[src/rtl/dcache_mem_stage.sv]
// Direct-mapped, write-back, write-allocate data cache for the MEM stage.
// One 64-bit word per line; misses write back a dirty victim, then refill over req/ack.
module dcache_mem_stage #(
    parameter int IDX_W  = 4,
    parameter int ADDR_W = 64
) (
    input  logic              clk,
    input  logic              rst_n,
    input  logic              MemRead,
    input  logic              MemWrite,
    input  logic [ADDR_W-1:0] address,
    input  logic [63:0]       writeData,
    output logic              hit,
    output logic [63:0]       readData,
    output logic              mem_req,
    output logic              mem_we,
    output logic [ADDR_W-1:0] mem_addr,
    output logic [63:0]       mem_wdata,
    input  logic              mem_ack,
    input  logic [63:0]       mem_rdata
);
    localparam int SETS  = 2 ** IDX_W;
    localparam int TAG_W = ADDR_W - 3 - IDX_W;

    typedef enum logic [2:0] {IDLE, WB, WB_WAIT, FILL, FILL_WAIT} stateT;

    stateT            state;
    logic [TAG_W-1:0] tagArr  [SETS];
    logic [63:0]      dataArr [SETS];
    logic [SETS-1:0]  validBits;
    logic [SETS-1:0]  dirtyBits;
    logic [IDX_W-1:0] idx;
    logic [IDX_W-1:0] missIdx;
    logic [TAG_W-1:0] tag;
    logic [TAG_W-1:0] missTag;
    logic             access;
    logic             match;
    logic             storeHit;
    logic             wbDone;
    logic             fillDone;
    logic             unusedLowBits;

    assign idx           = address[IDX_W+2:3];
    assign tag           = address[ADDR_W-1:IDX_W+3];
    assign unusedLowBits = ^address[2:0];

    assign access   = MemRead | MemWrite;
    assign match    = validBits[idx] && (tagArr[idx] == tag);
    assign hit      = !access || (state == IDLE && match);
    // A combined read+write request behaves as a store, so it returns no data.
    assign readData = (MemRead && !MemWrite && hit) ? dataArr[idx] : 64'h0;

    assign storeHit = MemWrite && (state == IDLE) && match;
    assign wbDone   = (state == WB_WAIT) && mem_ack;
    assign fillDone = (state == FILL_WAIT) && mem_ack;

    for (genvar gi = 0; gi < SETS; gi++) begin : gSet
        logic validQ;
        logic dirtyQ;
        logic isMiss;
        logic isCur;

        assign isMiss        = (missIdx == IDX_W'(gi));
        assign isCur         = (idx == IDX_W'(gi));
        assign validBits[gi] = validQ;
        assign dirtyBits[gi] = dirtyQ;

        always_ff @(posedge clk or negedge rst_n) begin
            if (!rst_n) begin
                validQ <= 1'b0;
                dirtyQ <= 1'b0;
            end else if (fillDone && isMiss) begin
                validQ <= 1'b1;
                dirtyQ <= 1'b0;
            end else if (wbDone && isMiss) begin
                dirtyQ <= 1'b0;
            end else if (storeHit && isCur) begin
                dirtyQ <= 1'b1;
            end
        end
    end

    // Tag/data storage carries no reset; the valid bits qualify it.
    always_ff @(posedge clk) begin
        if (fillDone) begin
            tagArr[missIdx]  <= missTag;
            dataArr[missIdx] <= mem_rdata;
        end else if (storeHit) begin
            dataArr[idx] <= writeData;
        end
    end

    always_ff @(posedge clk or negedge rst_n) begin
        if (!rst_n) begin
            state     <= IDLE;
            missIdx   <= '0;
            missTag   <= '0;
            mem_req   <= 1'b0;
            mem_we    <= 1'b0;
            mem_addr  <= '0;
            mem_wdata <= 64'h0;
        end else begin
            case (state)
                IDLE: begin
                    if (access && !match) begin
                        missIdx <= idx;
                        missTag <= tag;
                        state   <= (validBits[idx] && dirtyBits[idx]) ? WB : FILL;
                    end
                end
                WB: begin
                    mem_req   <= 1'b1;
                    mem_we    <= 1'b1;
                    mem_addr  <= {tagArr[missIdx], missIdx, 3'b000};
                    mem_wdata <= dataArr[missIdx];
                    state     <= WB_WAIT;
                end
                WB_WAIT: begin
                    // Drop the request so the refill is seen as a fresh transfer.
                    if (mem_ack) begin
                        mem_req <= 1'b0;
                        state   <= FILL;
                    end
                end
                FILL: begin
                    mem_req  <= 1'b1;
                    mem_we   <= 1'b0;
                    mem_addr <= {missTag, missIdx, 3'b000};
                    state    <= FILL_WAIT;
                end
                FILL_WAIT: begin
                    if (mem_ack) begin
                        mem_req <= 1'b0;
                        state   <= IDLE;
                    end
                end
                default: state <= IDLE;
            endcase
        end
    end
endmodule
[config.mk]
export PLATFORM = sky130hd
export DESIGN_NAME = dcache_mem_stage
export DESIGN_NICKNAME = d
export VERILOG_FILES = /design/src/rtl/dcache_mem_stage.sv
export SDC_FILE = /design/constraint.sdc
export NUM_CORES = 2
export LEC_CHECK = 0
export CAP_MARGIN = 0
export CORE_AREA = 3 3 365 511
export CTS_CLUSTER_SIZE = 30
export DETAILED_ROUTE_END_ITERATION = 8
export DIE_AREA = 0 0 368 514
export HOLD_SLACK_MARGIN = 0.15
export PLACE_DENSITY_LB_ADDON = 0.08
export SLEW_MARGIN = 20
export SYNTH_ARGS = -nofsm -noshare
export SYNTH_HDL_FRONTEND = slang
export SYNTH_SLANG_ARGS = --single-unit
[constraint.sdc]
create_clock -name clk -period 16.85 [get_ports clk]
set_clock_uncertainty 0.05 [all_clocks]
set_input_delay 2.5275 -clock clk [delete_from_list [all_inputs] [get_ports clk]]
set_output_delay 2.5275 -clock clk [all_outputs]
set_load 0.01 [all_outputs]
# Word-level counts from Yosys, hierarchy flattened
# Memories as Yosys holds them, arrays and structs flattened. A register that Yosys moved wholly into a read port is not among the register bits.
# Index checks and enable logic that the tools add are counted.
# W data, S select, Z words.
# totals
reg_bits,162
ram_bits,1936
inputBits,197
elab_cells,241
mem_count,2
# memory_table
memory,depth,word_bits,read_ports,rd_ports_with_merged_regs,wr,line_no,text
dataArr,16,64,2,1,1,29,logic [63:0] dataArr [SETS];
tagArr,16,57,2,0,1,28,logic [TAG_W-1:0] tagArr [SETS];
# op_classes
magnitude_cmp,1
eq_ne,39
n_mux,70
bitwise,1
n_reduce_logical,90
# op_table
cell,count
$mux W64,2
$pmux W64 S2,1
$eq A4 B4 Y1 const B,16
$reduce_or A64 Y1,1
$logic_and A1 B1 Y1,58
$eq A57 B57 Y1,1
$mux W1,57
$reduce_bool A3 Y1,16
$eq A4 B3 Y1 const B,8
$eq A4 B2 Y1 const B,4
$pmux W3 S5,1
$mux W3,3
$bmux W1 S4,2
$eq A4 B1 Y1 const B,2
$logic_not A4 Y1,2
$eq A3 B2 Y1 const B,2
$lt A4 B5 Y1 const B,1
$logic_not A1 Y1,4
$mux W4,1
$ne A2 B1 Y1 const B,2
$ne A2 B2 Y1 const B,2
$pmux W1 S2,2
$reduce_and A2 Y1,2
$reduce_bool A2 Y1,2
8 further kinds,9

# Logic depth before layout (Yosys ltp)
# depth
ltp_word,9
mapped_depth,17
ltp_nobuf,10

# Least setup slack after synthesis
# Ideal clock, no wire load.
# synth_timing
path_type,input to register
from,input address[4]
to,memory dataArr[12][0] (enable)
setup_time_ns,0.581
arrival_time_ns,10.167
required_ns,16.219
setup_slack_ns,6.052
stages,16
n_path_buf,8
path_cell_list,buf_4 -> buf_6 -> buf_6 -> buf_4 -> buf_2 -> clkbuf_1 -> mux4_2 -> nand2_1 -> a31oi_1 -> xnor2_1 -> o21ai_0 -> a2111oi_0 -> nand4_2 -> buf_6 -> buf_2 -> o31ai_1
# synth_between
elab_chain_cells,9
elab_cells_between_ends,12
classes_between,eq/ne: 1; mux: 7; reduce/logical: 3; memory: 1
# synth_lines
element,line_no,text
from (decl),11,"input logic [ADDR_W-1:0] address,"
$mem_v2 Z16 W57 or $bmux W1 S4 (tied branches),--,
$eq A57 B57 Y1 or $mux W1 (tied branches),48,assign match = validBits[idx] && (tagArr[idx] == tag);
$logic_and A1 B1 Y1,48,
$logic_and A1 B1 Y1,53,assign storeHit = MemWrite && (state == IDLE) && match;
$mux W1,88,end else if (storeHit) begin
$mux W1,85,if (fillDone) begin
$mux W1 (implied by the code),89,dataArr[idx] <= writeData;
$reduce_or A64 Y1 (no line),--,
$mux W4 (no line) or $mux W1 (tied branches),--,
to (decl),29,
# Parallel ways exist; a longest one is shown, timed or not. The select of a mux whose other input is x is not followed.

# Worst setup path after layout
# layout_timing
from,input address[4]
to,output readData[10]
# layout_between
elab_chain_cells,7
elab_cells_between_ends,10
classes_between,eq/ne: 1; mux: 3; reduce/logical: 4; memory: 2
# layout_lines
element,line_no,text
$mem_v2 Z16 W57 or $bmux W1 S4 (tied branches),--,
$eq A57 B57 Y1 or $mux W1 (tied branches),48,
$logic_and A1 B1 Y1,48,
$logic_and A1 B1 Y1,49,assign hit = !access || (state == IDLE && match);
$logic_or A1 B1 Y1,49,
$logic_and A1 B1 Y1,51,assign readData = (MemRead && !MemWrite && hit) ? dataArr[idx] : 64'h0;
$mux W64 *,51,
to (decl),14,"output logic [63:0] readData,"
# Every way passes the cells marked *; elsewhere a longest branch is shown, timed or not. The select of a mux whose other input is x is not followed.

==> metrics.md <==
| Metric | Value |
|---|---|
| # IOs | 392 |
| Tot Pwr | 15900 uW |
| Seq/Total Area, Yosys | 0.6374 |
| Max-slew violations | 0 |
| Latest clock arrival within the worst-skew pair | 0.85 ns |
| Placeable Area | 181900 sq um |
| CTS tree | built |
| Minimum clock period | 11.77 ns |
| Most common cell in the netlist | edfxtp_1 |
| Commonest cells in the netlist | edfxtp_1 (1936), mux4_2 (1065), mux2i_1 (245), dfrtp_1 (223), clkbuf_1 (185) |
| Arr. time, crit path | 9.19 ns |
| Setup ws final | 5.084 ns |
| Slew HR | 0.2183 |
| Static Leakage | 0.03672 uW |
| GRT Total Usage | 0.3087 |
| Clock-pin slew on the worst setup and hold paths | 0.06 ns |
| Placed cells | 7504 |
| Synthesized area per cell | 20.27 sq um |
| Grt ovf | 0 |
| Standard-cell rows | 185 |
| Setup WS pre-CTS | 4.955 ns |
| Antenna-violating nets left | 1 |
| Synth Area in Compound Gates | 0.02318 |
| GP Congestion | 0.9308 |
| Post-synth top area share | 0.5815 |
| Worst Tran Pin Value | 1.173 ns |
| Share of layout cells above drive strength 1 | 0.3168 |
| Initial core utilization | 0.5495 |
| Vias in the first global route | 57090 |
| HPWL after detailed placement | 163300 um |
| Max rail drop VDD | 196.0 uV |
| Fillcell total | 12820 |
| # resized after CTS | 0 |
| Fmax achieved | 84.99 MHz |
| Area Growth Syn to Fin | 12.97% |
| Post-CTS setup buffer count | 0 |
| Largest cells by area after synthesis | edfxtp_1 (58%), mux4_2 (24%), dfrtp_1 (5.6%) |
| Die height | 514 um |
| DRT Pass-1 Iters | 7 |
| Clock sink count | 2159 |
| Pin count of the biggest net entering global routing | 157 |
| Final setup violation count | 0 |
| Netlist cell types | 80 |
| DR vias/cell | 6.945 |
| WL per Instance | 36.70 um |
| Simple-Gate Fraction of Synth Area | 0.02019 |
| Hold-fix buffers, CTS | 0 |
| Status | finished, violations left |
| Setup crit end kind | output pin |
| Mux contribution to synthesized area | 0.2947 |
| Critical-path maximum fanout | 64 |
| Hold Path Class | register to register |
| RSZ-0062 raised after global routing | no |
| CP Launch Type | input pin |
| DIE WIDTH | 368 um |
| Synth warnings | 0 |
| DRC | 0 |
| Failing checks | antenna rules |
| Max Cap Violations | 0 |
| XOR/XNOR share of the synthesized area | 0.004468 |
| Number of flops mapped to enable cells by yosys | 1936 |
| Worst Path Required | 14.27 ns |
| Final setup TNS | 0 ns |
| Nets | 5478 |
| Syn Inst Count | 4932 |
| Initial antenna violation count | 17 |
| Inserted Clock Buffers | 205 |
| Max Root-Sink Buffers | 3 |
| Post-synthesis adder-cell area fraction | 0 |
| Multi-input logic area | 34500 sq um |
| Final period util | 0.6983 |
| Root buffer cell | clkbuf_16 |
| Async S/R FF share, synth | 0.1033 |
| Final hold vios | 0 |
| H-tree levels | 4 |
| DRT iter0 DRCs | 6133 |
| Final cell count without fillers | 7903 |
| #FFs+latches synth | 2159 |
| Register Area | 63730 sq um |
| Pwr per Cell Area | 140.8 nW/um^2 |
| Largest family of logic cells by synthesized area | multiplexers |
| Final wirelength | 290000 um |
| Die area | 189200 sq um |
| PortBufs | 385 |
| Main synth FF type | edfxtp_1 |
| First-pass GRT wire length | 414700 um |
| Synthesized cell area | 99970 sq um |
| Detailed-route via count | 54880 |
| WS Path Type | input pin to output pin |
| Post-synth top area cell | edfxtp_1 |
==> path summary, 6_finish.rpt <==
path                            depth (start not counted)  slack (ns)             end           start
worst max register to register                         13       10.71  dataArr[3][25]   tagArr[10][5]
worst min-delay path                                    1        0.41  gSet[6].validQ  gSet[6].validQ
worst min register to register                          1        0.41  gSet[6].validQ  gSet[6].validQ
worst max-delay path                                   13        5.08    readData[10]      address[4]
min in group asynchronous                               1        1.63    mem_addr[47]           rst_n
max in group asynchronous                               2       13.56      missIdx[3]           rst_n
==> flip-flops by register name (all words and copies together), names as in the netlist <==
| register | count |
|---|---|
| dataArr | 1024 |
| gSet.dirtyQ | 16 |
| gSet.validQ | 16 |
| mem_addr | 61 |
| mem_req | 1 |
| mem_wdata | 64 |
| mem_we | 1 |
| missIdx | 4 |
| missTag | 57 |
| state | 3 |
| tagArr | 912 |
==> cells in the final DEF (no fill, tap or decap), drive strengths merged, types with 5 or more instances in the layout <==
cell,n
xnor2,33
nand2,161
and2,9
o2111ai,5
nor2,43
mux2,252
buf,124
a31oi,9
clkbuf,283
a211oi,9
nand3,34
nand2b,25
edfxtp,1936
o31ai,8
nor3,8
diode,18
a21oi,20
clkdlybuf4s50,380
inv,49
o32ai,6
dfrtp,223
or2,6
nor2b,77
bufinv,12
a221oi,24
mux2i,245
nand4,9
o22ai,37
clkinv,81
a22oi,63
xor2,18
nor4,7
mux4,1065
and3,10
o21ai,108
==> routing by layer <==
layer,GRT usage,share of wire,vias up
met5,0,0.000090,-
met4,0.1239,0.046,4
met3,0.05418,0.082,562
met2,0.5094,0.50,2775
met1,0.4132,0.37,29770
li1,-,-,21780
==> worst max-delay path: stages <==
cell             delay [ns]
buf_8                  0.47
buf_4                  0.77
nor2b_2                0.87
buf_4                  0.42
a221oi_1               0.19
xnor2_1                0.55
a41oi_1                0.19
a211oi_1               0.46
and4_1                 0.29
nand4_1                0.27
or4_4                  0.92
nor2b_1                0.32
clkdlybuf4s50_1        0.74
==> power breakdown <==
group	total (uW)	internal, uW	switching (uW)
logic	4350	2250	2100
registers	7050	6470	577
clock network	4500	2510	1990
total	15900	11200	4670
==> stage by stage <==
step / area, sq um / utilization / hold WS [ns]
after floorplan: 99970 / - / 0.3787
after global placement: 106400 / 0.5846 / 0.3933
after detailed placement: 106400 / 0.5846 / 0.4001
after CTS: 112900 / 0.6203 / 0.4133
after global routing: 112900 / 0.6205 / 0.4193
final: 112900 / 0.6207 / 0.4107
==> final cells by class <==
cell class / count / area share
diodes: 18 / 0.0003989
clock buffers: 281 / 0.04975
clock inverters: 99 / 0.007722
inverters: 46 / 0.001950
multi-input cells: 2363 / 0.3055
flip-flops and latches: 2159 / 0.5643
well taps: 2431 / 0.02693
repair buffers: 506 / 0.04339
==> kinds of logic (layout without fill, tap and decap cells) <==
logic type | after synthesis | after routing
AO/OA/AOI/OAI | 342 | 342
other | 1 | 21
flip-flops | 2159 | 2159
XOR/XNOR | 51 | 51
buffers and inverters | 412 | 932
multiplexers | 1562 | 1562
AND/OR/NAND/NOR | 405 | 405
Note: power is estimated with default switching activity, not from simulation.
